File: config.mk
export PLATFORM = sky130hd
export DESIGN_NAME = mem_port_arbiter_flat
export DESIGN_NICKNAME = d
export VERILOG_FILES = /design/src/rtl/mem_port_arbiter_if.sv /design/src/rtl/mem_port_arbiter.sv /design/src/flat_wrapper.sv
export SDC_FILE = /design/constraint.sdc
export NUM_CORES = 1
export LEC_CHECK = 0
export CAP_MARGIN = 0
export CORE_MARGIN = 2
export CORE_UTILIZATION = 39
export DETAILED_ROUTE_END_ITERATION = 7
export HOLD_SLACK_MARGIN = 0.02
export PLACE_DENSITY = 0.86
export SKIP_CTS_REPAIR_TIMING = 1
export SLEW_MARGIN = 25
export SYNTH_ARGS = -nofsm -noshare
export SYNTH_HDL_FRONTEND = slang
export SYNTH_SLANG_ARGS = --single-unit
File: constraint.sdc
create_clock -name clk -period 2.5 [get_ports clk]
set_clock_uncertainty 0.2 [all_clocks]
set_input_delay 0.5 -clock clk [delete_from_list [all_inputs] [get_ports clk]]
set_output_delay 0.5 -clock clk [all_outputs]
set_load 0.02 [all_outputs]
File: src/rtl/mem_port_arbiter_if.sv
// Shared memory port bundle: fetch and data requesters plus the single memory port.
// The arbiter takes the master view; the surrounding pipeline/memory take the slave view.
interface mem_port_arbiter_if #(
    parameter int ADDR_W = 32,
    parameter int DATA_W = 32
);
    logic              if_req;
    logic [ADDR_W-1:0] if_addr;
    logic              d_req;
    logic              d_we;
    logic [ADDR_W-1:0] d_addr;
    logic [DATA_W-1:0] d_wdata;
    logic              m_req;
    logic              m_we;
    logic [ADDR_W-1:0] m_addr;
    logic [DATA_W-1:0] m_wdata;
    logic              m_ack;
    logic [DATA_W-1:0] m_rdata;
    logic              if_ack;
    logic              d_ack;
    logic              if_err;
    logic              d_err;
    logic [DATA_W-1:0] rdata;
    logic              stall_if;
    logic              stall_d;

    modport master (
        input  if_req, if_addr, d_req, d_we, d_addr, d_wdata,
        input  m_ack, m_rdata,
        output m_req, m_we, m_addr, m_wdata,
        output if_ack, d_ack, if_err, d_err, rdata,
        output stall_if, stall_d
    );

    modport slave (
        output if_req, if_addr, d_req, d_we, d_addr, d_wdata,
        output m_ack, m_rdata,
        input  m_req, m_we, m_addr, m_wdata,
        input  if_ack, d_ack, if_err, d_err, rdata,
        input  stall_if, stall_d
    );
endinterface

File: src/rtl/mem_port_arbiter.sv
// Arbitrates fetch and data requests onto one memory port, one access at a time,
// with data priority bounded by a starvation counter and a per-access timeout.
module mem_port_arbiter #(
    parameter int ADDR_W     = 32,
    parameter int DATA_W     = 32,
    parameter int TIMEOUT    = 16,
    parameter int STARVE_MAX = 3
) (
    input logic clk,
    input logic rst,
    mem_port_arbiter_if.master bus
);
    typedef enum logic [1:0] {IDLE, IF_BUSY, D_BUSY} state_t;

    state_t            state;
    logic [7:0]        wait_cnt;
    logic [2:0]        starve_cnt;
    logic              req_q;
    logic              we_q;
    logic [ADDR_W-1:0] addr_q;
    logic [DATA_W-1:0] wdata_q;

    logic busy;
    logic timeout;
    logic done;
    logic d_grant;
    logic if_grant;

    assign busy    = (state != IDLE);
    assign timeout = busy && !bus.m_ack && (wait_cnt == 8'(TIMEOUT - 1));
    // Reset in the same cycle suppresses completion: an aborted access is never acked.
    assign done    = busy && !rst && (bus.m_ack || timeout);

    // Data wins unless fetch has already waited through STARVE_MAX data grants.
    assign d_grant  = bus.d_req && ((starve_cnt < 3'(STARVE_MAX)) || !bus.if_req);
    assign if_grant = bus.if_req && !d_grant;

    assign bus.m_req   = req_q;
    assign bus.m_we    = we_q;
    assign bus.m_addr  = addr_q;
    assign bus.m_wdata = wdata_q;

    assign bus.if_ack   = done && (state == IF_BUSY);
    assign bus.d_ack    = done && (state == D_BUSY);
    assign bus.if_err   = bus.if_ack && !bus.m_ack;
    assign bus.d_err    = bus.d_ack && !bus.m_ack;
    assign bus.rdata    = (done && bus.m_ack) ? bus.m_rdata : '0;
    assign bus.stall_if = bus.if_req && !bus.if_ack;
    assign bus.stall_d  = bus.d_req && !bus.d_ack;

    // Access FSM: grant from IDLE, hold captured request until ack or timeout.
    always_ff @(posedge clk) begin
        if (rst) begin
            state      <= IDLE;
            wait_cnt   <= '0;
            starve_cnt <= '0;
            req_q      <= 1'b0;
            we_q       <= 1'b0;
            addr_q     <= '0;
            wdata_q    <= '0;
        end else begin
            unique case (state)
                IDLE: begin
                    wait_cnt <= '0;
                    unique case (1'b1)
                        d_grant: begin
                            state      <= D_BUSY;
                            req_q      <= 1'b1;
                            we_q       <= bus.d_we;
                            addr_q     <= bus.d_addr;
                            wdata_q    <= bus.d_wdata;
                            starve_cnt <= bus.if_req ? starve_cnt + 3'd1 : 3'd0;
                        end
                        if_grant: begin
                            state      <= IF_BUSY;
                            req_q      <= 1'b1;
                            we_q       <= 1'b0;
                            addr_q     <= bus.if_addr;
                            wdata_q    <= '0;
                            starve_cnt <= 3'd0;
                        end
                        default: ;
                    endcase
                end
                default: begin
                    if (done) begin
                        state <= IDLE;
                        req_q <= 1'b0;
                        we_q  <= 1'b0;
                    end else begin
                        wait_cnt <= wait_cnt + 8'd1;
                    end
                end
            endcase
        end
    end
endmodule

File: src/flat_wrapper.sv
// flat-port wrapper written by rule: the top's interface ports become plain ports
module mem_port_arbiter_flat 
#(
    parameter int ADDR_W     = 32,
    parameter int DATA_W     = 32,
    parameter int TIMEOUT    = 16,
    parameter int STARVE_MAX = 3
)
  (clk, rst, bus_if_req, bus_if_addr, bus_d_req, bus_d_we, bus_d_addr, bus_d_wdata, bus_m_ack, bus_m_rdata, bus_m_req, bus_m_we, bus_m_addr, bus_m_wdata, bus_if_ack, bus_d_ack, bus_if_err, bus_d_err, bus_rdata, bus_stall_if, bus_stall_d);
  mem_port_arbiter_if #(.ADDR_W(ADDR_W), .DATA_W(DATA_W)) bus_i ();
  input logic clk;
  input logic rst;
  input wire logic [$bits(bus_i.if_req)-1:0] bus_if_req;
  input wire logic [$bits(bus_i.if_addr)-1:0] bus_if_addr;
  input wire logic [$bits(bus_i.d_req)-1:0] bus_d_req;
  input wire logic [$bits(bus_i.d_we)-1:0] bus_d_we;
  input wire logic [$bits(bus_i.d_addr)-1:0] bus_d_addr;
  input wire logic [$bits(bus_i.d_wdata)-1:0] bus_d_wdata;
  input wire logic [$bits(bus_i.m_ack)-1:0] bus_m_ack;
  input wire logic [$bits(bus_i.m_rdata)-1:0] bus_m_rdata;
  output wire logic [$bits(bus_i.m_req)-1:0] bus_m_req;
  output wire logic [$bits(bus_i.m_we)-1:0] bus_m_we;
  output wire logic [$bits(bus_i.m_addr)-1:0] bus_m_addr;
  output wire logic [$bits(bus_i.m_wdata)-1:0] bus_m_wdata;
  output wire logic [$bits(bus_i.if_ack)-1:0] bus_if_ack;
  output wire logic [$bits(bus_i.d_ack)-1:0] bus_d_ack;
  output wire logic [$bits(bus_i.if_err)-1:0] bus_if_err;
  output wire logic [$bits(bus_i.d_err)-1:0] bus_d_err;
  output wire logic [$bits(bus_i.rdata)-1:0] bus_rdata;
  output wire logic [$bits(bus_i.stall_if)-1:0] bus_stall_if;
  output wire logic [$bits(bus_i.stall_d)-1:0] bus_stall_d;
  assign bus_i.if_req = bus_if_req;
  assign bus_i.if_addr = bus_if_addr;
  assign bus_i.d_req = bus_d_req;
  assign bus_i.d_we = bus_d_we;
  assign bus_i.d_addr = bus_d_addr;
  assign bus_i.d_wdata = bus_d_wdata;
  assign bus_i.m_ack = bus_m_ack;
  assign bus_i.m_rdata = bus_m_rdata;
  assign bus_m_req = bus_i.m_req;
  assign bus_m_we = bus_i.m_we;
  assign bus_m_addr = bus_i.m_addr;
  assign bus_m_wdata = bus_i.m_wdata;
  assign bus_if_ack = bus_i.if_ack;
  assign bus_d_ack = bus_i.d_ack;
  assign bus_if_err = bus_i.if_err;
  assign bus_d_err = bus_i.d_err;
  assign bus_rdata = bus_i.rdata;
  assign bus_stall_if = bus_i.stall_if;
  assign bus_stall_d = bus_i.stall_d;
  mem_port_arbiter #(.ADDR_W(ADDR_W), .DATA_W(DATA_W), .TIMEOUT(TIMEOUT), .STARVE_MAX(STARVE_MAX)) u_core (.clk(clk), .rst(rst), .bus(bus_i));
endmodule
==> run summary <==
In the post-route analysis, the smallest setup slack over all paths is 0.0533 ns. The worst-case clock buffer depth came out at 2. The largest net degree at the start of global routing came out at 80. Across every metal layer, demand over resource in global routing totals approximately 22%.

The number of antenna diodes in the final layout is 0. The worst hold path class is in2reg. The number of maximum-capacitance violations is 0. The starting density of the core is 39.7%. The capturing element type of the critical path is an output pin. The final RePlAce weighted congestion is ~0.73. The power density over the cells came out at 535 nW/um^2.

The count of pins on the block boundary came out at between 200 and 250. The required time of the critical path came out at 1.80 ns. The number of max-slew violations in the final report came out at 0.

In this run the remaining antenna-violating nets after routing total 0. The post-CTS clock slew at the launch and capture registers of the worst setup and hold paths is 0.08 ns. Walking the worst path, the cells encountered are nor4_4 -> a21oi_4 -> nor3_1 -> nor2b_1 -> clkbuf_2. The number of iterations in the first detailed-routing pass is 4.

Setup repair after global routing could not meet its margin everywhere. The shortest clock period the worst path allows after layout is 2.45 ns. The horizontal die dimension is approximately 100 um.

The die area is slightly above 10000 sq um. After synthesis, the cell types taking the most area are dfxtp_1 (44%), mux2i_1 (9.1%), a211oi_1 (6.8%). After global routing, the most crowded layer is met2.

The endpoint arrival time on the critical path came out at 1.75 ns. The half-perimeter wire length after placement is approximately 8.7 mm. For the pin with the worst max-slew slack, the measured transition is around 0.74 ns.

The number of distinct standard cells referenced by the synthesized netlist came out at 41. The highest net fanout along the worst path is 5. The cell area that synthesis handed to floorplanning was 3630 sq um.

The power dissipated by switching net loads came out at 1.05 mW. The met1 track utilization from global routing is about 27%. VDD sags by at most ~0.43 mV. The clock network accounts for around 28% of the total power. The number of buffers inserted during clock tree synthesis is 9. The count of warnings emitted by yosys is 0. The share of the synthesized area in the top cell type came out at 43.5%. Dividing the detail-routed wire length by the instance count gives between 15 and 20 um. The detailed router placed roughly 3.9k vias in this run.

The peak per-stage delay on the critical path is 0.39 ns. Relative to the synthesized area, the layout overhead comes to 76.9%. The analysis attributes to cell leakage a power of between 3 and 4 nW. The area inside the core boundary is 9150 sq um. The internal power of the cells totals ~2.4 mW. The count of buffers added on input and output ports is 237. The cell taking the most area after synthesis is dfxtp_1. The final hold violation count is 0. The clock latency of the later-clocked register in the worst-skew pair is 0.35 ns. The count of unresolved DRC violations after routing is 0. The height of the die is roughly 100 um. At the end of the flow, the number of nets in the layout was 781. Setup violations remaining at the end of the flow were counted as 0. Net switching is a little under a third of the power.

The highest attainable clock frequency is ~0.4 GHz. Leaving out fill and tap cells, the most frequent cell in the layout is clkdlybuf4s50_1. The overall overflow remaining after global route is 0. The initial antenna violation count was 0.

The library cells used most frequently in the layout, excluding fill and tap cells, are clkdlybuf4s50_1 (198), dfxtp_1 (79), nor2_1 (41), nand3_1 (38). The count of standard-cell rows came out at 35. The setup path with the least slack is of type reg2out.

Of the available clock period, the critical path in the final layout requires 97.9%. The run finished with clean final reports. The DRC violation total after the first TritonRoute iteration came out at a little under 100.

After detailed routing, the number of vias per cell comes to 5.07. Sequential elements use ~44% of the synthesized area. The TritonCTS clock tree is built. The number of placed instances, taps included, is ~750. The number of clock sinks is between 70 and 80. The worst-case setup slack after placement came out at -0.313 ns.

Synthesis inferred 79 register bits. When the netlist entered floorplanning its net count stood at 550. Dividing the synthesized area by the synthesized cell count gives 8.78 sq um. Measured against its own limit, the worst slew margin works out to roughly half. The number of levels in the clock H-tree came out at 3.

In the final layout, the share of cells above drive strength 1 is 8.62%. The sequential fraction of design power came out at 41.5%. The global-route wire length before repair came out at approximately 18 mm.

The number of standard cells in the layout, taps in and fillers out is roughly 760. The proportion of power drawn by combinational gates is a little under a third. Synthesis produced 414 cells. The met3 capacity usage during global routing came out at under 10%. The number of global-route vias before repair came out at 3644. For met2 alone, demand over resource in global routing was about two fifths. STA classifies the critical path startpoint as a flop.

Summed over all layers, the routed wires come to 11.7 mm. The root buffer cell chosen for the clock tree is clkbuf_8. The slowest stage of the critical path is the nor4_4 cell.
[sequential cells by signal, summed over array words and instances (netlist names)]
signal and cells:
u_core.bus.m_addr 32, u_core.bus.m_wdata 32, u_core.wait_cnt 8, u_core.starve_cnt 3, u_core.state 2, u_core.bus.m_req 1
u_core.bus.m_we 1
[power groups by stage]
stage | combinational, mW | sequential [mW] | clock, mW
finish | 1.04 | 1.43 | 0.972
floorplan | 0.368 | 1.58 | 0
CTS | 1.05 | 1.43 | 0.998
detailed placement | 1.04 | 1.46 | 0
global route | 1.11 | 1.44 | 1.05
global placement | 1.02 | 1.45 | 0
[layout make-up]
type | count | area [sq um]
Multi-Input combinational cell | 292 | 1820
Clock buffer | 9 | 124
Clock inverter | 7 | 78.8
Sequential cell | 79 | 1580
Timing Repair Buffer | 260 | 2670
Tap cell | 111 | 139
Inverter | 3 | 11.3
Fill cell | 683 | 2720
[worst max-delay path: cells and delay by family (launching register included)]
kind | cells | cell delay [ns]
flip-flops | 1 | 0.37
AND/OR/NAND/NOR | 3 | 0.74
AO/OA/AOI/OAI | 1 | 0.13
buffers and inverters | 1 | 0.16
[through the flow]
stage               TNS (ns)  hold WS [ns]  cell area (sq um)  utilization (%)  total power [mW]
finish                     0         0.164               6430             70.3              3.44
global route         -0.0359         0.168               6430             70.3              3.61
CTS                    -9.11         0.154               6360             69.5              3.47
detailed placement     -8.32         0.245               6160             67.3              2.50
global placement       -7.42         0.238               6160             67.3              2.47
floorplan                  0         0.260               3630                -              1.95
[final timing paths]
kind         cells after the start              startpoint  slack, ns                     end
min                              2                     rst       0.16         u_core.state[1]
max                              5      u_core.wait_cnt[5]       0.05             bus_stall_d
min reg2reg                      2  u_core.bus.m_wdata[29]       0.25  u_core.bus.m_wdata[29]
max reg2reg                      5         u_core.state[1]       0.62      u_core.wait_cnt[6]
[per-layer routing]
| metal | vias to the layer above | part of all wire (%) | routed length (um) |
|---|---|---|---|
| li1 | 1929 | - | - |
| met1 | 1774 | 41 | 4760 |
| met2 | 140 | 51 | 5990 |
| met3 | 12 | 6.7 | 788 |
| met4 | 0 | 1.2 | 146 |
| met5 | - | 0 | 0 |
[synthesized netlist by cell type, drive strengths merged]
master / number
nand4b: 1
a22oi: 1
and3: 33
clkbuf: 21
nand3: 38
mux2i: 33
a211oi: 33
o21bai: 1
inv: 3
buf: 19
o21ai: 2
or3: 2
and2: 1
a311oi: 1
nor3b: 1
ha: 2
nor4: 3
o31ai: 1
o2bb2a: 1
a2111oi: 1
nor3: 5
o211ai: 1
o2bb2ai: 1
a21oi: 37
o21a: 1
nand2b: 3
xnor2: 5
dfxtp: 79
nand2: 36
nand4: 1
nor2b: 3
a21boi: 2
a21bo: 1
nor2: 41
[logic make-up after synthesis]
kind of cell / Yosys count / share of synthesized area, %
AO/OA/AOI/OAI: 84 / 15.4
adder cells (fa/ha/maj): 2 / 0.688
XOR/XNOR: 5 / 1.20
flip-flops: 79 / 43.5
AND/OR/NAND/NOR: 168 / 23.2
multiplexers: 33 / 9.09
buffers and inverters: 43 / 6.95
No activity file was read; power rests on OpenSTA's default activity.
